### config.mk
export PLATFORM = sky130hd
export DESIGN_NAME = if_fetch_buffer
export DESIGN_NICKNAME = d
export VERILOG_FILES = /design/src/rtl/if_fetch_buffer_pkg.sv /design/src/rtl/if_fetch_buffer_fetch_fifo.sv /design/src/rtl/if_fetch_buffer.sv
export SDC_FILE = /design/constraint.sdc
export NUM_CORES = 1
export LEC_CHECK = 0
export CORE_ASPECT_RATIO = 1.4
export CORE_MARGIN = 2
export CORE_UTILIZATION = 44
export CTS_CLUSTER_DIAMETER = 100
export DETAILED_ROUTE_END_ITERATION = 8
export GPL_ROUTABILITY_DRIVEN = 0
export PLACE_DENSITY = 0.73
export SLEW_MARGIN = 10
export SYNTH_ARGS = -nofsm -noshare
export SYNTH_HDL_FRONTEND = slang
export SYNTH_SLANG_ARGS = --single-unit
### constraint.sdc
create_clock -name clk -period 5.6 [get_ports clk]
set_input_delay 1.68 -clock clk [delete_from_list [all_inputs] [get_ports clk]]
set_output_delay 1.68 -clock clk [all_outputs]
set_load 0.02 [all_outputs]
### src/rtl/if_fetch_buffer_pkg.sv
// Shared definitions for the instruction-fetch buffer.
//   fetch_state_t  : fetch handshake states (IDLE / WAIT / DROP)
//   DEFAULT_DEPTH  : default instruction queue depth
//   DEFAULT_XLEN   : default address / instruction width
package if_fetch_buffer_pkg;

   localparam int DEFAULT_DEPTH = 2;
   localparam int DEFAULT_XLEN  = 32;

   // IDLE: nothing outstanding
   // WAIT: request issued, result will be kept
   // DROP: request issued, result will be discarded
   typedef enum logic [1:0] {
      IDLE = 2'd0,
      WAIT = 2'd1,
      DROP = 2'd2
   } fetch_state_t;

endpackage

### src/rtl/if_fetch_buffer_fetch_fifo.sv
// fetch_fifo: small synchronous queue of {pc, instruction} pairs.
// Ports:
//   clk, rst           clock, synchronous active-low reset
//   clear              empties the queue; wins over push and pop
//   push, push_pc,
//   push_inst          enqueue one entry
//   pop                dequeue the head (ignored when empty)
//   count              number of valid entries (0..DEPTH)
//   head_pc, head_inst head entry contents
module fetch_fifo
   import if_fetch_buffer_pkg::*;
#(
   parameter int DEPTH = DEFAULT_DEPTH,
   parameter int XLEN  = DEFAULT_XLEN
) (
   input  logic                     clk,
   input  logic                     rst,
   input  logic                     clear,
   input  logic                     push,
   input  logic [XLEN-1:0]          push_pc,
   input  logic [XLEN-1:0]          push_inst,
   input  logic                     pop,
   output logic [$clog2(DEPTH):0]   count,
   output logic [XLEN-1:0]          head_pc,
   output logic [XLEN-1:0]          head_inst
);

   localparam int PW = $clog2(DEPTH);
   localparam int CW = PW + 1;
   localparam logic [CW-1:0] FULL = CW'(DEPTH);

   logic [XLEN-1:0] pc_mem   [DEPTH];
   logic [XLEN-1:0] inst_mem [DEPTH];
   logic [PW-1:0]   rd_ptr;
   logic [PW-1:0]   wr_ptr;
   logic            do_push;
   logic            do_pop;

   // A push into a full queue is only legal when the head leaves in the same cycle.
   assign do_pop  = pop && (count != '0);
   assign do_push = push && ((count != FULL) || do_pop);

   // DEPTH is a power of two, so pointers wrap by plain overflow.
   always_ff @(posedge clk) begin
      if (!rst || clear) begin
         rd_ptr <= '0;
         wr_ptr <= '0;
         count  <= '0;
      end else begin
         if (do_push) wr_ptr <= wr_ptr + 1'b1;
         if (do_pop)  rd_ptr <= rd_ptr + 1'b1;
         case ({do_push, do_pop})
            2'b10:   count <= count + 1'b1;
            2'b01:   count <= count - 1'b1;
            default: count <= count;
         endcase
      end
   end

   // Storage needs no reset; entries are only visible through count.
   always_ff @(posedge clk) begin
      if (rst && !clear && do_push) begin
         pc_mem[wr_ptr]   <= push_pc;
         inst_mem[wr_ptr] <= push_inst;
      end
   end

   assign head_pc   = pc_mem[rd_ptr];
   assign head_inst = inst_mem[rd_ptr];

endmodule

### src/rtl/if_fetch_buffer.sv
// if_fetch_buffer: IF-stage fetch engine with an instruction queue toward ID.
// Ports:
//   clk, rst                     clock, synchronous active-low reset
//   pc_in                        current fetch address from the PC register
//   fetch_stall                  1 = PC register holds this cycle
//   flush                        redirect from EX (PC loads jump target)
//   imem_req, imem_addr          instruction memory request / address
//   imem_ack, imem_rdata         same-cycle acknowledge and instruction word
//   id_valid, id_ready           handshake toward ID
//   id_pc, id_inst               queue head address / instruction
module if_fetch_buffer
   import if_fetch_buffer_pkg::*;
#(
   parameter int DEPTH = DEFAULT_DEPTH,
   parameter int XLEN  = DEFAULT_XLEN
) (
   input  logic            clk,
   input  logic            rst,
   input  logic [XLEN-1:0] pc_in,
   output logic            fetch_stall,
   input  logic            flush,
   output logic            imem_req,
   output logic [XLEN-1:0] imem_addr,
   input  logic            imem_ack,
   input  logic [XLEN-1:0] imem_rdata,
   output logic            id_valid,
   input  logic            id_ready,
   output logic [XLEN-1:0] id_pc,
   output logic [XLEN-1:0] id_inst
);

   localparam int CW = $clog2(DEPTH) + 1;
   localparam logic [CW-1:0] FULL = CW'(DEPTH);

   fetch_state_t    state;
   fetch_state_t    state_next;
   logic [XLEN-1:0] addr_q;
   logic [XLEN-1:0] addr_next;
   logic            run_q;
   logic            active;
   logic            push;
   logic [CW-1:0]   count;

   // run_q keeps the engine quiet for one extra cycle after reset release.
   assign active = rst && run_q;

   always_ff @(posedge clk) begin
      if (!rst) begin
         state  <= IDLE;
         addr_q <= '0;
         run_q  <= 1'b0;
      end else begin
         state  <= state_next;
         addr_q <= addr_next;
         run_q  <= 1'b1;
      end
   end

   // In IDLE the address comes straight from the PC so a zero-wait memory
   // sustains one fetch per cycle; once a request is pending the address is
   // frozen in addr_q until the memory acknowledges it.
   always_comb begin
      state_next = state;
      addr_next  = addr_q;
      imem_req   = 1'b0;
      imem_addr  = pc_in;
      push       = 1'b0;
      if (active) begin
         case (state)
            IDLE: begin
               imem_req  = (count != FULL);
               imem_addr = pc_in;
               if (imem_req) begin
                  if (imem_ack) begin
                     push = !flush;
                  end else begin
                     addr_next  = pc_in;
                     state_next = flush ? DROP : WAIT;
                  end
               end
            end
            WAIT: begin
               imem_req  = 1'b1;
               imem_addr = addr_q;
               if (imem_ack) begin
                  push       = !flush;
                  state_next = IDLE;
               end else if (flush) begin
                  state_next = DROP;
               end
            end
            DROP: begin
               imem_req  = 1'b1;
               imem_addr = addr_q;
               if (imem_ack) state_next = IDLE;
            end
            default: state_next = IDLE;
         endcase
      end
   end

   // The PC may only advance on a useful handshake; a redirect always loads.
   assign fetch_stall = !active ||
                        (!(imem_req && imem_ack && (state != DROP)) && !flush);

   assign id_valid = rst && (count != '0);

   fetch_fifo #(
      .DEPTH (DEPTH),
      .XLEN  (XLEN)
   ) u_fifo (
      .clk       (clk),
      .rst       (rst),
      .clear     (flush),
      .push      (push),
      .push_pc   (imem_addr),
      .push_inst (imem_rdata),
      .pop       (id_valid && id_ready),
      .count     (count),
      .head_pc   (id_pc),
      .head_inst (id_inst)
   );

endmodule

Word-level counts from Yosys, hierarchy flattened
Memory sizes are Yosys's and may differ from the RTL's. A register that Yosys moved wholly into a read port is not among the register bits.
Index checks and enable logic that the tools add are counted.

storage, ports and cells
  register bits after elaboration = 39
  bits in latches = 0
  bits in writable memories = 128
  bits in read-only memories = 0
  input port bits = 69
  output and inout port bits = 99
  logic and storage cells = 69
  memories = 2

memory list
  memory           depth  bits a word  read ports  clocked after memory_dff  wr ports  RTL line                          RTL
  u_fifo.inst_mem  2      32           1           1                         1         if_fetch_buffer_fetch_fifo.sv:33  logic [XLEN-1:0] inst_mem [DEPTH];
  u_fifo.pc_mem    2      32           1           1                         1         if_fetch_buffer_fetch_fifo.sv:32  logic [XLEN-1:0] pc_mem [DEPTH];

cells by class
  add/sub/neg operators = 4
  multipliers = 0
  div/mod/pow operators = 0
  $lt $le $gt $ge = 0
  equal/unequal tests = 10
  shift-type cells = 0
  multiplexer cells = 23
  bitwise logic cells = 1
  reduce and logical (&&, ||, !) cells = 23

operators by type and width
  cell                                               number
  two-way mux 32 bit                                 2
  two-way mux 2 bit                                  6
  two-way mux 1 bit                                  11
  logical AND 1 bit                                  10
  != test 2 bit (second input constant)              5
  case mux 2 bit (3 select lines)                    1
  AND reduction 5 bit                                1
  == test 2 x 1 -> 1 bit (second input constant)     2
  == test 2 bit (second input constant)              2
  logical NOT 1 bit                                  4
  case mux 1 bit (2 select lines)                    2
  case mux 2 bit (2 select lines)                    1
  AND reduction 4 bit                                1
  nonzero test 2 bit                                 2
  logical OR 1 bit                                   3
  != test 3 bit (second input constant)              1
  adder 1 bit (second input constant)                2
  adder 2 x 1 -> 2 bit (second input constant)       1
  logical NOT 2 bit                                  1
  OR reduction 2 bit                                 1
  subtractor 2 x 1 -> 2 bit (second input constant)  1
  inverter 1 bit                                     1

Depth between registers and ports, before layout
  depth after elaboration = 9
  gate-level depth with buffers = 9

Modules after synthesis
A second synthesis with hierarchy kept.

unflattened totals
  cells, all modules = 435
  area total of the unflattened synthesis = 6734.0 sq um

modules (own cells, without submodules)
  module           times used  cells each  area each (sq um)  sequential area each (sq um)
  fetch_fifo       1           227         4882.2             3943.8
  if_fetch_buffer  1           208         1851.8             700.7

Least setup slack after synthesis
Ideal clock, no wire load.

  path kind = input to register
  from = input port rst
  to = memory u_fifo.inst_mem[0][0] in the netlist's numbering, enable pin
  data arrival time = 5.188 ns
  setup slack = -0.075 ns
  cell stages on the path = 6
  path buffers = 2
  path through = buf_4 and2_1 buf_4 o211ai_1 or3_1 nor2_1

on the way
  longest elaborated chain between the ends = 8
  elaborated cells on any way between the ends = 11
  classes of those cells = mux: 3; reduce/logical: 8

ends and longest elaborated chain
  what                                         RTL line                          RTL
  from (decl)                                  if_fetch_buffer.sv:18             input logic rst,
  logical AND 1 bit                            if_fetch_buffer.sv:106            assign id_valid = rst && (count != '0);
  logical AND 1 bit                            if_fetch_buffer.sv:118            .pop (id_valid && id_ready),
  logical AND 1 bit                            if_fetch_buffer_fetch_fifo.sv:40  assign do_pop = pop && (count != '0);
  logical OR 1 bit                             if_fetch_buffer_fetch_fifo.sv:41  assign do_push = push && ((count != FULL) || do_pop);
  logical AND 1 bit                            if_fetch_buffer_fetch_fifo.sv:41
  logical AND 1 bit (*)                        if_fetch_buffer_fetch_fifo.sv:62  if (rst && !clear && do_push) begin
  two-way mux 1 bit (*)                        if_fetch_buffer_fetch_fifo.sv:62
  two-way mux 1 bit (not written as such) (*)  if_fetch_buffer_fetch_fifo.sv:64  inst_mem[wr_ptr] <= push_inst;
  to (decl)                                    if_fetch_buffer_fetch_fifo.sv:33

Mark *: on every way between the ends. The rest lies on a longest branch, timed or not.

Worst setup path after layout
  from = input port rst
  to = output port imem_addr[15]

on the way
  longest elaborated chain between the ends = 2

ends and longest elaborated chain
  what                RTL line               RTL
  logical AND 1 bit   if_fetch_buffer.sv:45  assign active = rst && run_q;
  two-way mux 32 bit  if_fetch_buffer.sv:68  if (active) begin
  to (decl)           if_fetch_buffer.sv:23  output logic [XLEN-1:0] imem_addr,

Every way passes these cells.

==> results.txt <==
----------------------------------------------------
[Status]
  Result of the run ... completed

[Synth]
  Largest area contributor in the synthesized netlist ... edfxtp_1
  Number of distinct library cells after synthesis ... 33
  Mapped Nets ... 504
  Number of synthesized register bits ... 168
  Portion of the post-synthesis area used by sequential elements ... 69.1%
  Biggest area contributors in the synthesized netlist ... edfxtp_1 57%, mux2_2 16%, dfxtp_1 12%, nand2_1 3.2%, a21boi_1 2.2%
  Area share of the largest cell type after synthesis ... between 50 and 60%
  Post-synthesis area per instance ... 15.6 um2
  Cells after Synth ... 430
  Count of synthesis-stage warnings from yosys ... 0
  Total standard cell area after synthesis ... slightly below 0.007 mm2

[Timing]
  Number of endpoints with negative hold slack in the final report ... 0
  # setup viols final ... 0
  Peak clock frequency supported by timing ... ~190 MHz
  Worst slew pin tran ... 0.849 ns
  Final critical path time including I/O delays and setup ... 5.28 ns
  Remaining max-slew budget at the tightest pin ... 43.2%
  Final worst clock skew ... 0.00680 ns
  Worst hold margin ... 0.453 ns
  Unrepaired setup endpoints after global routing ... false
  Post-route clock period utilization ... around 94%
  Max-slew violation total from the final report ... 0

[Detailed routing]
  Vias per cell ... 4.98
  Count of vias placed by the detailed router ... between 4000 and 5000
  Remaining antenna violation count ... 0
  WL/cell ... 18.1 um
  Top layer reached by signal wires ... met4
  Wire length after detailed routing ... 14600 um
  Routed length on met3 ... 677 um
  Router iterations before antenna repair ... 7
  M1 wire length ... 5710 um
  # DRC ... 0
  DR WL met2 ... between 7000 and 8000 um
  Initial detailed-routing violation count ... 112

[Final layout]
  Leading cell type in the layout, fill and taps excluded ... clkdlybuf4s50_1
  NumNets Final ... 677
  Share of layout cells above drive strength 1 ... about a quarter
  Area added between synthesis and finish ... 37.1%
  Final-layout fill cell count ... around 1200
  Antenna fix cells ... 0
  Final standard cell utilization of the core ... 61.5%
  Commonest cells after routing, fill and taps aside ... 167 x clkdlybuf4s50_1, 128 x edfxtp_1, 95 x mux2_2

[Clock tree]
  TritonCTS Buffers ... 17
  Reg clk slew, reported paths ... 0.06 ns
  Clock Latency Late Sink ... 0.40 ns
  Post-CTS Repair Setup Buffers ... 0
  Cts hold-fix bufs ... 0
  Max Root-Sink Buffers ... 2
  Root Buffer ... clkbuf_16
  TritonCTS clock tree ... done
  Clk sink count ... approximately 170
  Post-CTS Resized ... 0
  Total number of H-tree levels ... 4

[Pwr]
  Leakage power ... between 3 and 4 nW
  Worst vdd ir ... 0.193 mV
  Power density over the cells ... 302 mW/mm2

[Setup path]
  Type of the setup path with the least slack ... in -> out
  Maximum fanout along the worst path ... 16
  Arrival time at the worst endpoint ... 3.60 ns
  Req. time, crit path ... 3.92 ns
  Critical Path Sink Type ... output pin
  Kind of start point of the critical path ... input port

[GRT]
  Initial antenna violation count ... 0
  First-pass GRT wire length ... 22000 um
  Grt total ovfl ... 0
  Via count of the first global-routing pass ... 4377
  Maximum number of pins on one net before global-route repair ... 45
  Global Route Usage Sum ... a little under a fifth

[Floorplanning]
  Die Span X ... 108 um
  Ports ... approximately 170
  Num rows ... between 50 and 60
  Die area ... 0.0163 mm2
  Std-Cell Core Area ... 0.0150 mm2
  Initial cell density of the core ... around 45%
  Die Y-Extent ... 150 um

[Worst hold path]
  Type of the most critical hold path ... reg -> reg

[Job]
  Number of max-capacitance violations reported ... 0

[Place]
  Detail Placement HPWL ... 9970 um
  Port Buf Inserts ... 167

----------------------------------------------------
-- Yosys cell counts, drive strengths merged --
| cell | number |
|---|---|
| edfxtp | 128 |
| mux2 | 96 |
| nand2 | 69 |
| dfxtp | 40 |
| a21boi | 32 |
| buf | 18 |
| a21oi | 5 |
| ha | 5 |
| inv | 5 |
| nor2 | 5 |
| clkbuf | 4 |
| o21ai | 3 |
| or3 | 3 |
| and2 | 2 |
| mux2i | 2 |
| o211ai | 2 |
| xnor2 | 2 |
| a21bo | 1 |
| a22oi | 1 |
| and4 | 1 |
| nand2b | 1 |
| nand4 | 1 |
| nor3b | 1 |
| nor4 | 1 |
| o21a | 1 |
| xor2 | 1 |
-- kinds of logic (layout without fill, tap and decap cells) --
kind of cell / Yosys count / in the layout / synth area share (%)
compound gates: 45 / 45 / 5.32
xor+xnor: 3 / 3 / 0.391
fa+ha+maj: 5 / 5 / 0.930
buf+inv: 27 / 213 / 2.40
flops: 168 / 168 / 69.1
mux: 98 / 98 / 16.4
simple gates: 84 / 84 / 5.53
-- power by group --
group,internal (mW),total (mW),leakage [nW],switching [mW]
combinational,0.136,0.259,1.34,0.123
clock,0.670,1.16,0.292,0.486
sequential,1.37,1.37,1.48,0.00844
total,2.17,2.79,3.11,0.617
-- state kept, by name, indices dropped and copies added (netlist names), named ones only --
name	flops
addr_q	32
run_q	1
state	2
u_fifo.count	2
u_fifo.inst_mem	64
u_fifo.pc_mem	64
u_fifo.rd_ptr	1
u_fifo.wr_ptr	1
-- final timing paths --
path	startpoint	endpoint	slack, ns	depth (start not counted)
min	addr_q[29]$_SDFFE_PN0P_	addr_q[29]$_SDFFE_PN0P_	0.45	2
min reg2reg	addr_q[29]$_SDFFE_PN0P_	addr_q[29]$_SDFFE_PN0P_	0.45	2
max reg2reg	state[0]$_SDFFE_PN0P_	u_fifo.pc_mem[0][0]$_DFFE_PP_	3.01	6
max	rst	imem_addr[15]	0.32	6
-- through the flow --
| step | worst slack [ns] | setup TNS, ns | instances | total power, mW | instance area, um2 |
|---|---|---|---|---|---|
| global placement | 0.324 | 0 | 776 | 1.65 | 8630 |
| finish | 0.321 | 0 | 808 | 2.79 | 9220 |
| detailed placement | 0.299 | 0 | 776 | 1.66 | 8630 |
| floorplan | -0.0747 | -9.56 | 430 | 1.53 | 6730 |
| global route | 0.242 | 0 | 808 | 2.88 | 9220 |
| CTS | 0.295 | 0 | 808 | 2.81 | 9220 |
-- worst max-delay path: stages --
cell             delay [ns]
clkdlybuf4s50_1        0.41
and2_1                 0.16
nand2_2                0.20
buf_12                 0.20
mux2_2                 0.39
clkdlybuf4s50_1        0.54
-- routing by layer --
layer,up-vias,track usage (%)
met5,-,0
met2,115,33.5
met4,0,6.67
li1,1925,-
met1,1963,19.6
met3,18,4.29
-- final cells by class --
class / instances / area [um2] / area share, %
Clock inverter: 15 / 164 / 1.78
Timing Repair Buffer: 176 / 1790 / 19.4
Tap cell: 192 / 240 / 2.61
Multi-Input combinational cell: 235 / 1940 / 21.0
Clock buffer: 17 / 425 / 4.61
Inverter: 5 / 18.8 / 0.204
Sequential cell: 168 / 4650 / 50.4
Power figures use the tool's default switching activity.
